--- src/rtl/sync_fifo_param_pkg.sv ---
// Shared constants and sizing helper for the single-clock parametrised FIFO.
// Pointer and count widths are derived from DEPTH through clog2.
package sync_fifo_param_pkg;

  localparam int DEFAULT_WIDTH = 8;
  localparam int DEFAULT_DEPTH = 16;

  function automatic int clog2(input int value);
    int result;
    int remaining;
    result    = 0;
    remaining = value - 1;
    while (remaining > 0) begin
      result++;
      remaining = remaining >> 1;
    end
    return result;
  endfunction

endpackage

--- src/rtl/fifo_dpram.sv ---
// Simple dual-port RAM: synchronous write port, asynchronous read port.
// Contents are never reset; the FIFO pointers decide what is meaningful.
module fifo_dpram #(
  parameter int WIDTH = 8,
  parameter int DEPTH = 16,
  parameter int AW    = 4
) (
  input  logic             clk_i,
  input  logic             we_i,
  input  logic [AW-1:0]    waddr_i,
  input  logic [WIDTH-1:0] wdata_i,
  input  logic [AW-1:0]    raddr_i,
  output logic [WIDTH-1:0] rdata_o
);

  logic [WIDTH-1:0] mem_q [DEPTH];

  always_ff @(posedge clk_i) begin
    if (we_i) begin
      mem_q[waddr_i] <= wdata_i;
    end
  end

  assign rdata_o = mem_q[raddr_i];

endmodule

--- src/rtl/sync_fifo_param.sv ---
// Single-clock FIFO with standard or first-word-fall-through read mode,
// programmable almost-full/almost-empty thresholds and error pulses.
module sync_fifo_param
  import sync_fifo_param_pkg::*;
#(
  parameter int WIDTH     = DEFAULT_WIDTH,
  parameter int DEPTH     = DEFAULT_DEPTH,
  parameter int AF_THRESH = 12,
  parameter int AE_THRESH = 4,
  parameter int FWFT      = 0
) (
  input  logic                      clk,
  input  logic                      rst,
  input  logic                      wr_en,
  input  logic [WIDTH-1:0]          wr_data,
  input  logic                      rd_en,
  output logic [WIDTH-1:0]          rd_data,
  output logic                      rd_valid,
  output logic                      fifo_full,
  output logic                      fifo_empty,
  output logic                      almost_full,
  output logic                      almost_empty,
  output logic [clog2(DEPTH):0]     fill_cnt,
  output logic                      overflow,
  output logic                      underflow
);

  localparam int AW = clog2(DEPTH);
  localparam int CW = AW + 1;

  logic [CW-1:0]    wrPtr_q, wrPtr_d;
  logic [CW-1:0]    rdPtr_q, rdPtr_d;
  logic [CW-1:0]    cnt_q, cnt_d;
  logic             overflow_q, underflow_q;
  logic             wrAccept, rdAccept;
  logic [WIDTH-1:0] memRdata;

  assign wrAccept = wr_en && !fifo_full;
  assign rdAccept = rd_en && !fifo_empty;

  always_comb begin
    wrPtr_d = wrPtr_q;
    rdPtr_d = rdPtr_q;
    cnt_d   = cnt_q;
    if (wrAccept) wrPtr_d = wrPtr_q + CW'(1);
    if (rdAccept) rdPtr_d = rdPtr_q + CW'(1);
    case ({wrAccept, rdAccept})
      2'b10:   cnt_d = cnt_q + CW'(1);
      2'b01:   cnt_d = cnt_q - CW'(1);
      default: cnt_d = cnt_q;
    endcase
  end

  // A rejected request only raises its error pulse; no other state moves.
  always_ff @(posedge clk) begin
    if (rst) begin
      wrPtr_q     <= '0;
      rdPtr_q     <= '0;
      cnt_q       <= '0;
      overflow_q  <= 1'b0;
      underflow_q <= 1'b0;
    end else begin
      wrPtr_q     <= wrPtr_d;
      rdPtr_q     <= rdPtr_d;
      cnt_q       <= cnt_d;
      overflow_q  <= wr_en && fifo_full;
      underflow_q <= rd_en && fifo_empty;
    end
  end

  assign fill_cnt     = cnt_q;
  assign fifo_full    = (cnt_q == CW'(DEPTH));
  assign fifo_empty   = (cnt_q == '0);
  assign almost_full  = (cnt_q >= CW'(AF_THRESH));
  assign almost_empty = (cnt_q <= CW'(AE_THRESH));
  assign overflow     = overflow_q;
  assign underflow    = underflow_q;

  fifo_dpram #(
    .WIDTH (WIDTH),
    .DEPTH (DEPTH),
    .AW    (AW)
  ) u_mem (
    .clk_i   (clk),
    .we_i    (wrAccept),
    .waddr_i (wrPtr_q[AW-1:0]),
    .wdata_i (wr_data),
    .raddr_i (rdPtr_q[AW-1:0]),
    .rdata_o (memRdata)
  );

  generate
    if (FWFT != 0) begin : g_fwft
      assign rd_data  = memRdata;
      assign rd_valid = !fifo_empty;
    end else begin : g_std
      logic [WIDTH-1:0] rdData_q;
      logic             rdValid_q;

      // Registered read: data is captured on the accepted read and held otherwise.
      always_ff @(posedge clk) begin
        if (rst) begin
          rdData_q  <= '0;
          rdValid_q <= 1'b0;
        end else begin
          rdValid_q <= rdAccept;
          if (rdAccept) rdData_q <= memRdata;
        end
      end

      assign rd_data  = rdData_q;
      assign rd_valid = rdValid_q;
    end
  endgenerate

endmodule
--- config.mk ---
export PLATFORM = sky130hd
export DESIGN_NAME = sync_fifo_param
export DESIGN_NICKNAME = d
export VERILOG_FILES = /design/src/rtl/sync_fifo_param_pkg.sv /design/src/rtl/fifo_dpram.sv /design/src/rtl/sync_fifo_param.sv
export SDC_FILE = /design/constraint.sdc
export NUM_CORES = 1
export LEC_CHECK = 0
export BUFFER_PORTS_ARGS = -buffer_cell sky130_fd_sc_hd__buf_2
export CORE_UTILIZATION = 29
export DETAILED_ROUTE_END_ITERATION = 10
export PLACE_DENSITY_LB_ADDON = 0.15
export SLEW_MARGIN = 20
export SYNTH_ARGS = -nofsm -noshare
export SYNTH_HDL_FRONTEND = slang
export SYNTH_SLANG_ARGS = --single-unit
--- constraint.sdc ---
create_clock -name clk -period 3.1 [get_ports clk]
set_clock_uncertainty 0.1 [all_clocks]
set_input_delay 0.31 -clock clk [delete_from_list [all_inputs] [get_ports clk]]
set_output_delay 0.31 -clock clk [all_outputs]
set_load 0.05 [all_outputs]
* Word level (Yosys, flattened, before mapping)
Memories as Yosys holds them, arrays and structs flattened. A register that Yosys moved wholly into a read port is not among the register bits.
Index checks and enable logic that the tools add are counted.
** Word-level totals
- Register bits :: 18
- Output and inout bits :: 20
- Memories kept :: 1
- Bits in writable memories :: 128
- Logic and storage cells :: 27
** Memory list
- u_mem.mem_q :: words 16, bits a word 8, read ports 1, clocked after Yosys merged registers in 1, wr ports 1, line fifo_dpram.sv:16 : logic [WIDTH-1:0] mem_q [DEPTH];
** Cells by class
- Reduce and logical (&&, ||, !) cells :: 8
- Order comparisons :: 2
- $add $sub $neg :: 4
- Equal/unequal tests :: 3
- Mux-type cells :: 3
** Operator list (number)
- 5-bit by 1-bit adder with 5-bit output (second input constant) :: 3
- 5-bit case mux with 2 select lines :: 1
- 5-bit equality test (second input constant) :: 1
- 5-bit by 4-bit >= comparator with 1-bit output (second input constant) :: 1
- 5-bit by 3-bit <= comparator with 1-bit output (second input constant) :: 1
- 5-bit logical NOT :: 1
- 5-bit by 1-bit subtractor with 5-bit output (second input constant) :: 1
- 1-bit logical AND :: 4
- 2-bit by 1-bit equality test with 1-bit output (second input constant) :: 1
- 2-bit equality test (second input constant) :: 1
- 1-bit logical NOT :: 2
- 1-bit 2-to-1 mux :: 2
- 2-bit nonzero test :: 1

* Depth between registers and ports, before layout
Gate-level depths: netlist of run 1.
- Depth in word-level cells :: 5
- Gate-level depth with buffers :: 12

* By module
A second synthesis of run 1 with hierarchy kept.
** Second synthesis, totals
- Cells, all modules :: 337
- Area total of the unflattened synthesis :: 6100.9 um2
** Modules (own cells, without submodules)
- fifo_dpram :: cells an instance 221, instances 1, area an instance 4987.3 um2
- sync_fifo_param :: cells an instance 116, instances 1, area an instance 1113.6 um2

* Worst setup path before layout of run 1
No wires, ideal clock.
- Kind :: reg-to-reg
- Start :: register cnt_q[2], in the netlist fill_cnt[2]
- End :: register cnt_q[4], in the netlist fill_cnt[4]
- Cell stages (with the launch flop) :: 13
- Path slack :: -55 ps
- Buffers on the path :: 3
- Clock period less this slack :: 3155 ps
- Arrival :: 2935 ps
- Required time :: 2879 ps
- Path through :: dfxtp_1 -> buf_2 -> nor4_4 -> a21boi_0 -> clkbuf_1 -> ha_1 -> buf_2 -> xor2_1 -> ha_1 -> a21oi_1 -> nand4bb_1 -> a31oi_1 -> mux2_2
** Between the ends
- Longest elaborated chain between the ends :: 5
- Elaborated cells on any way between the ends :: 12
** Ends and longest elaborated chain
- start, declared :: line sync_fifo_param.sv:33 : logic [CW-1:0] cnt_q, cnt_d;
- start signal, assigned :: line sync_fifo_param.sv:65 : cnt_q <= cnt_d;
- 5-bit logical NOT (*) :: line sync_fifo_param.sv:73 : assign fifo_empty = (cnt_q == '0);
- 1-bit logical NOT (*) :: line sync_fifo_param.sv:39 : assign rdAccept = rd_en && !fifo_empty;
- 1-bit logical AND (*) :: line sync_fifo_param.sv:39
- named net rdAccept :: line sync_fifo_param.sv:35 : logic wrAccept, rdAccept;
- 2-bit by 1-bit equality test with 1-bit output / 2-bit equality test (equally long branches) :: line sync_fifo_param.sv:47 : case ({wrAccept, rdAccept})
- 5-bit case mux with 2 select lines / 2-bit nonzero test (equally long branches)
Mark *: on every way through the listed nets, which the timed path passes. The rest lies on a longest branch.
A chain may end at the register's enable or synchronous reset.

* Final worst setup path of run 1
- Start :: register cnt_q[3], in the netlist fill_cnt[3]
- End :: register cnt_q[4], in the netlist fill_cnt[4]
** Between the ends
- Longest elaborated chain between the ends :: 5
- Elaborated cells on any way between the ends :: 12
** Ends and longest elaborated chain (line)
- 5-bit equality test / 5-bit logical NOT (equally long branches) :: sync_fifo_param.sv:72, sync_fifo_param.sv:73
- 1-bit logical NOT (on tied branches) :: sync_fifo_param.sv:38, sync_fifo_param.sv:39
- 1-bit logical AND (on tied branches) :: sync_fifo_param.sv:38, sync_fifo_param.sv:39
- 2-bit by 1-bit equality test with 1-bit output / 2-bit equality test (equally long branches) :: sync_fifo_param.sv:47
- 5-bit case mux with 2 select lines / 2-bit nonzero test (equally long branches)
Several ways; a longest one is shown, not always the timed one.

==> key figures, run 1 <==
Worst setup path
  • Critical Path AT: between 2 and 3 ns
  • CP Capture Type: flip-flop
  • Required @ worst endpoint: between 3 and 4 ns
  • Worst path bufs/invs: 1
  • Critical path cell sequence: nor4_4 -> a21oi_1 -> inv_1 -> ha_1 -> xor2_1 -> ha_1 -> a21oi_1 -> nand4bb_1 -> a31oi_1 -> mux2_2
  • Crit path from: fill_cnt[3]$_SDFFE_PP0P_
  • Critical path class: reg -> reg
  • Peak fanout along the critical path: 10
  • Slowest cell on the critical path: dfxtp_1
  • Worst R2R Start: fill_cnt[3]$_SDFFE_PP0P_
  • Delay-heaviest family, CP: simple AND/OR/NAND/NOR gates
  • CP max stage delay: roughly 0.41 ns
  • Startpoint Class: flip-flop

Route
  • DRT Wirelength: roughly 14000 um
  • DRC viols: 0
  • First DRT Iteration DRCs: ~280
  • Drt pass-1 iters: 5
  • Via density per instance: 4.64
  • Post-route ant nets: 0
  • Wire per inst: 19.4 um
  • Via count: 3396

Die
  • Die Wd: about 150 um
  • Die area: approximately 0.022 mm^2
  • Starting Density: 0.295
  • I/O Pins: 32
  • DIE HEIGHT: approximately 150 um
  • Num rows: 53
  • Core footprint: around 0.021 mm^2

Clock network
  • TritonCTS clock tree: yes
  • Clk Tree Root Cell: clkbuf_16
  • TritonCTS Buffers: 17
  • Clock tree sinks: approximately 150
  • Clk pin slew, worst setup/hold paths: around 0.06 ns
  • H-tree Lvls: 4
  • Setup fix buffers added after clock tree synthesis: 0
  • Hold_buf cts: 0
  • Worst-Skew Late Latency: around 0.42 ns
  • Clock buffer depth: 2
  • Post-CTS resize count: 0

Timing
  • RSZ-0062 raised after global routing: no
  • Final number of setup-violating endpoints: 0
  • Fin crit period: between 2 and 3 ns
  • Fin. Hold Viols: 0
  • Slew headroom: 0.421
  • Worst-Margin Slew: 0.865 ns
  • Final setup TNS: 0 ns
  • F_max: 0.382 GHz
  • Count of final max-slew check failures: 0
  • Final period util: 0.844

GRT
  • Overflow after GRT: 0
  • Total track usage: 0.138
  • Pin count of the biggest net entering global routing: 36
  • First-pass GRT wire length: approximately 21000 um
  • Vias in the first global route: about 3300
  • Antenna violations before repair: 0

Placed design
  • Final HPWL DP: roughly 9400 um
  • Port bufs: 31
  • GP Congestion: 0.769

Yosys
  • Mapped Cells: 405
  • Net count after synthesis: roughly 430
  • Synth Flop Type: edfxtp_1
  • Synth top area share: 0.621
  • Yosys warning total: 0
  • Syn_area_per_cell: around 15 um^2
  • Largest cells by area after synthesis: edfxtp_1 62%, mux2i_1 11%, dfxtp_1 7.8%, o22ai_1 3.2%, nor2_1 2.1%
  • Area leader, netlist: edfxtp_1
  • Top-count cell post-synth: edfxtp_1
  • Mapped Area: 0.00619 mm^2
  • Sequential share of the synthesized area: 0.698
  • Netlist cell types: 42
  • Seq cells post-synth: between 150 and 200
  • Top cells by instance count after synthesis: 128 x edfxtp_1, 67 x mux2i_1, 34 x nor2_1
  • Asr flop ratio synth: 0
  • Post-synth EDFFs: 128

Pwr
  • Power Dens Cells: ~800 mW/mm^2
  • Leak pwr: ~2.3 nW
  • Max IR drop VDD: about 0.36 mV

Hold path
  • Hold Crit Start: wr_en
  • Worst min path class: in -> reg

Run status
  • Status: completed

Cells and area
  • Nets: between 400 and 500
  • Post-layout util: 0.345
  • Layout cell share with drive strength beyond 1: 0.188
  • Diode count: 0
  • Area growth, synth to finish: 16.8%

Run
  • Max-cap viol count: 0
-- area by class of cell --
type / count / area [um^2]
flip-flops and latches: 152 / 4330
clock buffers: 19 / 433
repair buffers: 47 / 288
multi-input cells: 220 / 1680
well taps: 275 / 344
fillers: 2053 / 13700
clock inverters: 13 / 129
inverters: 6 / 22.5
-- power breakdown --
group          internal (W)  switching [W]  total (W)
combinational      0.000376       0.000906    0.00128
sequential          0.00236       0.000159    0.00252
clock               0.00117       0.000788    0.00196
-- sequential cells by signal, indices dropped and copies added (netlist names) --
name	cells
u_mem.mem_q	128
fill_cnt	5
rd_valid	1
overflow	1
rd_data	8
wrPtr_q	4
underflow	1
rdPtr_q	4
-- cell usage in the layout (no fill, tap or decap), drive strengths merged, types with 3 or more instances in the layout --
cell | synthesis | final
nor3 | 6 | 6
clkbuf | 6 | 19
mux2i | 67 | 67
nand3b | 4 | 4
xor2 | 7 | 7
xnor2 | 3 | 3
o22ai | 32 | 32
dfxtp | 24 | 24
clkinv | 0 | 5
a211oi | 10 | 10
buf | 21 | 47
or3b | 3 | 3
nor4 | 9 | 9
clkinvlp | 0 | 5
edfxtp | 128 | 128
inv | 6 | 7
nand2 | 7 | 7
nor2 | 34 | 34
o211ai | 3 | 3
ha | 8 | 8
a21oi | 5 | 5
-- stage by stage --
stage	hold slack [ns]	setup WS (ns)	cells	total power [W]	area, um^2
2_1_floorplan	0.309	0.0416	405	0.00349	6200
3_3_place_gp	0.409	0.576	700	0.00383	6670
5_1_grt	0.0801	0.245	732	0.00601	7230
6_report	0.0980	0.482	732	0.00576	7230
4_1_cts	0.0832	0.449	732	0.00582	7230
3_5_place_dp	0.410	0.492	700	0.00385	6670
-- final timing paths --
path / cells after the start / end / slack [ns]
min: 3 / overflow$_SDFF_PP0_ / 0.1
min reg2reg: 2 / rd_data[3]$_SDFFE_PP0P_ / 0.41
max: 10 / fill_cnt[4]$_SDFFE_PP0P_ / 0.48
max reg2reg: 10 / fill_cnt[4]$_SDFFE_PP0P_ / 0.48
-- kinds of logic after synthesis --
group                    Yosys count  synth area share
multiplexers                      69             0.112
adder cells (fa/ha/maj)            8            0.0162
XOR/XNOR                          10            0.0141
flip-flops                       152             0.698
buffers and inverters             33            0.0307
AND/OR/NAND/NOR                   77            0.0675
AO/OA/AOI/OAI                     56            0.0612
-- worst register-to-register path: stages, from the launching register on --
cell,delay (ns)
dfxtp_1,0.41
nor4_4,0.40
a21oi_1,0.15
inv_1,0.10
ha_1,0.18
xor2_1,0.17
ha_1,0.18
a21oi_1,0.07
nand4bb_1,0.20
a31oi_1,0.20
mux2_2,0.35
-- per-layer routing --
metal,part of all wire,vias to the layer above,global-route usage
li1,-,1641,-
met4,0.014,0,0.0510
met3,0.027,15,0.0344
met5,0,-,0
met2,0.47,43,0.216
met1,0.48,1697,0.186
Power figures use the tool's default switching activity.
==> run 2, diff against run 1 <==
--- a/config.mk
+++ b/config.mk
@@ -5,6 +5,7 @@
 export SDC_FILE = /design/constraint.sdc
 export NUM_CORES = 1
 export LEC_CHECK = 0
+export ABC_AREA = 1
 export BUFFER_PORTS_ARGS = -buffer_cell sky130_fd_sc_hd__buf_2
 export CORE_UTILIZATION = 29
 export DETAILED_ROUTE_END_ITERATION = 10
==> constraint.sdc (replaced) <==
create_clock -name clk -period 2.65 [get_ports clk]
set_clock_uncertainty 0.1 [all_clocks]
set_input_delay 0.265 -clock clk [delete_from_list [all_inputs] [get_ports clk]]
set_output_delay 0.265 -clock clk [all_outputs]
set_load 0.05 [all_outputs]
==> key figures, run 2 <==
Cells and area
  • Fin area: 0.00780 mm^2 (+7.9%)
  • Final Non-Filler Cells: 1025 (+40%)
  • Most frequent cells in the layout: 201 x nand2_1, 128 x edfxtp_1, 94 x nand3_1
  • Nets: 747 (+61%)
  • Max FFs per register: 128 (unchanged)
  • Commonest non-fill, non-tap cell in the layout: nand2_1
  • Layout cell share with drive strength beyond 1: 0.153 (-0.0355)
  • Area growth, synth to finish: 15.6%
  • Diode count: 0 (unchanged)
  • Fill cells: 2366 (+15%)
  • Top reg by flops: u_mem.mem_q

GRT
  • Overflow after GRT: 0 (unchanged)
  • Pin count of the biggest net entering global routing: 66 (+83%)
  • Vias in the first global route: 4692 (+41%)
  • First-pass GRT wire length: 26400 um (+24%)
  • Total track usage: 0.149 (+0.0112)
  • Antenna violations before repair: 0 (unchanged)

Timing
  • Setup WS post-layout: 0.389 ns (-0.0936 ns)
  • Final setup TNS: 0 ns (unchanged)
  • Slew headroom: 0.515 (+0.0934)
  • Final period util: 0.853 (+0.00892)
  • Hold slack: 0.105 ns (+0.00667 ns)
  • Count of final max-slew check failures: 0 (unchanged)
  • Final number of setup-violating endpoints: 0 (unchanged)
  • Fin crit period: 2.26 ns (-0.356 ns)
  • RSZ-0062 raised after global routing: no
  • Worst-Margin Slew: 0.728 ns (-0.137 ns)
  • Fin. Hold Viols: 0 (unchanged)
  • F_max: 0.442 GHz (+16%)

Clock network
  • Setup fix buffers added after clock tree synthesis: 0 (unchanged)
  • Clk Tree Root Cell: clkbuf_16
  • H-tree Lvls: 4 (unchanged)
  • Worst-Skew Late Latency: 0.42 ns (about the same)
  • Clock buffer depth: 2 (unchanged)
  • Clk pin slew, worst setup/hold paths: 0.07 ns (about the same)
  • Clock tree sinks: 152 (unchanged)
  • TritonCTS Buffers: 17 (unchanged)
  • TritonCTS clock tree: yes

Yosys
  • Net count after synthesis: 706 (+66%)
  • Post-synth EDFFs: 128 (unchanged)
  • Synth Flop Type: edfxtp_1
  • Synth Area in Simple Gates: 0.232 (+0.164)
  • Sequential share of the synthesized area: 0.641 (-0.0575)
  • Post-synthesis compound-gate area fraction: 0.0243 (-0.0369)
  • Mapped Cells: 686 (+69%)
  • Largest cells by area after synthesis: edfxtp_1 57%, nand2_1 11%, dfxtp_1 7.1%, nand3_1 7.0%, inv_1 5.0%
  • Seq cells post-synth: 152 (unchanged)
  • Area leader, netlist: edfxtp_1
  • Top-count cell post-synth: nand2_1
  • Synth top area share: 0.570 (-0.0511)
  • Yosys warning total: 0 (unchanged)
  • Netlist cell types: 29 (-31%)
  • Syn_area_per_cell: 9.84 um^2 (-36%)
  • XOR/XNOR share of the synthesized area: 0.00389 (-0.0103)
  • Post-synthesis mux area share: 0 (-0.112)
  • Adder-Cell Fraction of Synth Area: 0.0148 (-0.00133)
  • Main combinational cell family by area after synthesis: simple AND/OR/NAND/NOR gates
  • Mapped Area: 0.00675 mm^2 (+9.0%)
  • Asr flop ratio synth: 0 (unchanged)
  • Top cells by instance count after synthesis: 201 x nand2_1, 128 x edfxtp_1, 94 x nand3_1

Route
  • DRT Wirelength: 16600 um (+17%)
  • DRC viols: 0 (unchanged)
  • Via density per instance: 4.44 (-4.3%)
  • Via count: 4552 (+34%)
  • First DRT Iteration DRCs: 270 (-4.3%)
  • Post-route ant nets: 0 (unchanged)
  • Drt pass-1 iters: 4 (-1)
  • Wire per inst: 16.2 um (-17%)

Worst setup path
  • Critical path class: reg -> reg
  • Peak fanout along the critical path: 7 (-3)
  • Startpoint Class: flip-flop
  • Critical path cell sequence: inv_2 -> nand2_4 -> nor2_4 -> nand3_2 -> nand2_2 -> ha_1 -> xor2_1 -> ha_1 -> inv_1 -> nand2_1 -> nand3_1 -> nand2_1 -> nand2_1 -> nand2_1 -> nand2_1 -> a21oi_1
  • CP max stage delay: 0.35 ns (-0.06 ns)
  • Slowest cell on the critical path: dfxtp_1
  • Critical Path AT: 2.51 ns (-0.31 ns)
  • Required @ worst endpoint: 2.90 ns (-0.40 ns)
  • Worst path bufs/invs: 2 (+1)
  • Cell mode on critical path: nand2_1
  • Delay-heaviest family, CP: simple AND/OR/NAND/NOR gates
  • CP Capture Type: flip-flop

Pwr
  • Leak pwr: 3.33 nW (+44%)
  • Max IR drop VDD: 0.440 mV (+22%)
  • Power Dens Cells: 959 mW/mm^2 (+20%)

Die
  • Num rows: 55 (+3.8%)
  • Starting Density: 0.297 (+0.00164)
  • I/O Pins: 32 (unchanged)
  • Die Wd: 155 um (+4.3%)
  • DIE HEIGHT: 155 um (+4.3%)
  • Core footprint: 0.0227 mm^2 (+8.4%)
  • Die area: 0.0239 mm^2 (+8.8%)

Run status
  • Status: completed

Placed design
  • Final HPWL DP: 11000 um (+17%)
  • Dpl cells: 991 (+42%)
  • Pre-CTS setup slack: 0.399 ns (-0.0938 ns)
  • GP Congestion: 0.786 (+2.2%)
  • DP Area: 0.00723 mm^2 (+8.4%)
  • Port bufs: 31 (unchanged)

Run
  • Max-cap viol count: 0 (unchanged)

Hold path
  • Worst min path class: in -> reg
run 2: changes by cell type in the layout (fill, tap and decap cells not counted), sizes merged, moves of 18 or more:
cell	change
nand3	+94
mux2i	-67
nand2	+201
inv	+94
o22ai	-32
nor2	+21
o21ai	+18
run 2: logic make-up (layout without fill, tap and decap cells):
| kind of cell | Yosys count | in the layout |
|---|---|---|
| buf+inv | 131 | 185 |
| fa+ha+maj | 8 | 8 |
| xor+xnor | 3 | 3 |
| flops | 152 | 152 |
| compound gates | 31 | 31 |
| simple gates | 361 | 361 |
run 2: per-layer routing:
metal	vias up	part of all wire	GRT usage	wire length, um
li1	2295	-	-	-
met4	0	0.016	0.0457	264
met3	20	0.020	0.0297	332
met2	45	0.49	0.258	8180
met1	2192	0.47	0.188	7820
met5	-	0	0	0
run 2: metrics by stage:
stage          total power [W]  utilization
5_1_grt                0.00792        0.344
2_1_floorplan          0.00475            -
3_3_place_gp           0.00529        0.318
4_1_cts                0.00758        0.344
6_report               0.00748        0.344
3_5_place_dp           0.00531        0.318
run 2: area by class of cell:
type                       count  area [um^2]  area share
tap                          285          357      0.0457
sequential                   152         4330       0.554
inverter                     101          382      0.0489
clock buffer                  17          425      0.0545
clock inverter                15          131      0.0168
multi-input combinational    403         1850       0.237
timing repair buffer          52          330      0.0423
run 2: repair_timing:
| item | in CTS | in global routing |
|---|---|---|
| hold buffers | 2 | 0 |
| hold endpoints to repair | 2 | 0 |
| gates resized for setup | 0 | 0 |
| setup endpoints to repair | 0 | 0 |
run 2: power by group:
| group | switching (W) | leakage (nW) | total (W) | internal (W) |
|---|---|---|---|---|
| clock network | 0.000985 | 0.264 | 0.00227 | 0.00129 |
| registers | 0.000118 | 1.35 | 0.00286 | 0.00275 |
| logic | 0.00171 | 1.72 | 0.00234 | 0.000635 |
run 2: worst paths after layout:
path	cells past startpoint	slack [ns]	to	startpoint
max	16	0.39	fill_cnt[4]$_SDFFE_PP0P_	fill_cnt[1]$_SDFFE_PP0P_
min reg2reg	2	0.41	wrPtr_q[2]$_SDFFE_PP0P_	wrPtr_q[2]$_SDFFE_PP0P_
max reg2reg	16	0.39	fill_cnt[4]$_SDFFE_PP0P_	fill_cnt[1]$_SDFFE_PP0P_
min	2	0.10	wrPtr_q[2]$_SDFFE_PP0P_	rst
==> run 3, diff against run 2 <==
--- a/config.mk
+++ b/config.mk
@@ -7,6 +7,8 @@
 export LEC_CHECK = 0
 export ABC_AREA = 1
 export BUFFER_PORTS_ARGS = -buffer_cell sky130_fd_sc_hd__buf_2
+export CELL_PAD_IN_SITES_DETAIL_PLACEMENT = 1
+export CELL_PAD_IN_SITES_GLOBAL_PLACEMENT = 1
 export CORE_UTILIZATION = 29
 export DETAILED_ROUTE_END_ITERATION = 10
 export PLACE_DENSITY_LB_ADDON = 0.15
==> key figures, run 3 (same netlist as run 2, synthesis figures left out) <==
Run status
  • Status: completed

Cells and area
  • Multi-input combinational cell area: 0.00185 mm^2 (unchanged)
  • Top reg by flops: u_mem.mem_q
  • Post-layout util: 0.346 (+0.00259)
  • Sequential cell area: 0.00433 mm^2 (unchanged)
  • Fill cells: 2577 (+8.9%)
  • Commonest non-fill, non-tap cell in the layout: nand2_1
  • Layout cell share with drive strength beyond 1: 0.153 (+0.000207)
  • Nets: 746 (-0.13%)
  • Max FFs per register: 128 (unchanged)
  • Most frequent cells in the layout: 201 x nand2_1, 128 x edfxtp_1, 94 x nand3_1
  • Area growth, synth to finish: 16.5%
  • Diode count: 0 (unchanged)

GRT
  • Pin count of the biggest net entering global routing: 66 (unchanged)
  • Vias in the first global route: 5108 (+8.9%)
  • Total track usage: 0.167 (+0.0178)
  • First-pass GRT wire length: 29300 um (+11%)
  • Overflow after GRT: 0 (unchanged)
  • Antenna violations before repair: 0 (unchanged)

Timing
  • Count of final max-slew check failures: 0 (unchanged)
  • RSZ-0062 raised after global routing: no
  • F_max: 0.432 GHz (-2.3%)
  • Final setup TNS: 0 ns (unchanged)
  • Fin. Hold Viols: 0 (unchanged)
  • Fin crit period: 2.32 ns (+0.0541 ns)
  • Slew headroom: 0.470 (-0.0447)
  • Final number of setup-violating endpoints: 0 (unchanged)
  • Final period util: 0.874 (+0.0204)
  • Worst-Margin Slew: 0.795 ns (+0.0671 ns)

Worst setup path
  • Required @ worst endpoint: 2.91 ns (about the same)
  • Startpoint Class: flip-flop
  • CP Capture Type: flip-flop
  • Critical Path AT: 2.58 ns (+0.07 ns)
  • Critical path class: reg -> reg
  • Critical path cell sequence: inv_2 -> nand2_4 -> nor2_4 -> nand3_2 -> nand2_2 -> ha_1 -> xor2_1 -> ha_1 -> inv_1 -> nand2_1 -> nand3_1 -> nand2_1 -> nand2_1 -> nand2_1 -> nand2_1 -> a21oi_1
  • Delay-heaviest family, CP: simple AND/OR/NAND/NOR gates
  • Worst path bufs/invs: 2 (unchanged)
  • Cell mode on critical path: nand2_1
  • CP max stage delay: 0.35 ns (about the same)
  • Peak fanout along the critical path: 7 (unchanged)
  • Slowest cell on the critical path: dfxtp_1

Run
  • Max-cap viol count: 0 (unchanged)

Route
  • DRT Wirelength: 18400 um (+11%)
  • Routed length on met2: 9110 um (+11%)
  • DR top layer: met4
  • First DRT Iteration DRCs: 243 (-10%)
  • Wire per inst: 18.0 um (+11%)
  • DRC viols: 0 (unchanged)
  • WL met1: 8510 um (+8.8%)
  • Drt pass-1 iters: 4 (unchanged)
  • Via density per instance: 4.58 (+3.2%)
  • Post-route ant nets: 0 (unchanged)
  • Via count: 4695 (+3.1%)
  • Met3 WL: 503 um (+52%)

Placed design
  • GP Congestion: 0.826 (+5.0%)
  • Port bufs: 31 (unchanged)
  • Final HPWL DP: 12000 um (+9.5%)

Die
  • DIE HEIGHT: 155 um (unchanged)
  • Core footprint: 0.0227 mm^2 (unchanged)
  • I/O Pins: 32 (unchanged)
  • Num rows: 55 (unchanged)
  • Die Wd: 155 um (unchanged)
  • Starting Density: 0.297 (unchanged)
  • Die area: 0.0239 mm^2 (unchanged)

Clock network
  • TritonCTS clock tree: yes
  • H-tree Lvls: 4 (unchanged)
  • Clock tree sinks: 152 (unchanged)
  • Post-CTS resize count: 0 (unchanged)
  • Clock buffer depth: 2 (unchanged)
  • Worst-Skew Late Latency: 0.43 ns (about the same)
  • TritonCTS Buffers: 17 (unchanged)
  • Clk Tree Root Cell: clkbuf_16
  • Clk pin slew, worst setup/hold paths: 0.07 ns (about the same)

Hold path
  • Worst min path class: in -> reg

Pwr
  • Max IR drop VDD: 0.397 mV (-9.7%)
  • Leak pwr: 3.35 nW (+0.57%)
  • Total power: 0.00787 W (+5.1%)
  • Power Dens Cells: 1000 mW/mm^2 (+4.3%)
-- run 3: cell types whose count changed in the layout (fill, tap and decap cells not counted) --
| cell | delta |
|---|---|
| clkinv_2 | -2 |
| dlygate4sd3_1 | -1 |
| clkinv_4 | -6 |
| clkinvlp_4 | +2 |
| clkinv_1 | -2 |
| inv_6 | +3 |
| clkbuf_1 | +2 |
| bufinv_16 | +3 |
-- run 3: stage by stage --
stage | setup slack (ns) | hold slack (ns) | instance area (um^2) | std cells
2_1_floorplan | 0.104 | 0.264 | 6750 | 686
3_3_place_gp | 0.436 | 0.399 | 7230 | 991
3_5_place_dp | 0.349 | 0.412 | 7230 | 991
4_1_cts | 0.315 | 0.0184 | 7860 | 1024
5_1_grt | 0.0316 | 0.0185 | 7860 | 1024
6_report | 0.335 | 0.0353 | 7860 | 1024
-- run 3: area by class of cell --
type / count / share of cell area
Timing Repair Buffer: 51 / 0.0407
Clock buffer: 19 / 0.0551
Inverter: 101 / 0.0485
Clock inverter: 13 / 0.0245
Tap cell: 285 / 0.0454
Sequential cell: 152 / 0.550
Multi-Input combinational cell: 403 / 0.236
-- run 3: worst paths after layout --
kind         slack [ns]                      from                  endpoint  cells after the start
max reg2reg        0.33  fill_cnt[0]$_SDFFE_PP0P_  fill_cnt[4]$_SDFFE_PP0P_                     16
min reg2reg        0.42   wrPtr_q[2]$_SDFFE_PP0P_   wrPtr_q[2]$_SDFFE_PP0P_                      2
min                0.04                     wr_en       overflow$_SDFF_PP0_                      3
max                0.33  fill_cnt[0]$_SDFFE_PP0P_  fill_cnt[4]$_SDFFE_PP0P_                     16
-- run 3: metal layers --
metal	GRT usage	vias up
met1	0.209	2327
met5	0	-
met2	0.285	57
met4	0.0599	0
met3	0.0356	19
li1	-	2292
-- run 3: repair_timing --
action                     4_1_cts  5_1_grt
setup endpoints to repair        0        0
hold buffers                     1        0
hold endpoints to repair         1        0
buffers inserted                 0        0
-- run 3: report_power, final --
part	internal, W	switching, W
clock	0.00159	0.00103
sequential	0.00275	0.000129
combinational	0.000630	0.00174
-- run 3: tightest hold or removal path: stages --
cell	delay, ns
buf_2	0.12
nand2_1	0.06
nor2_1	0.06
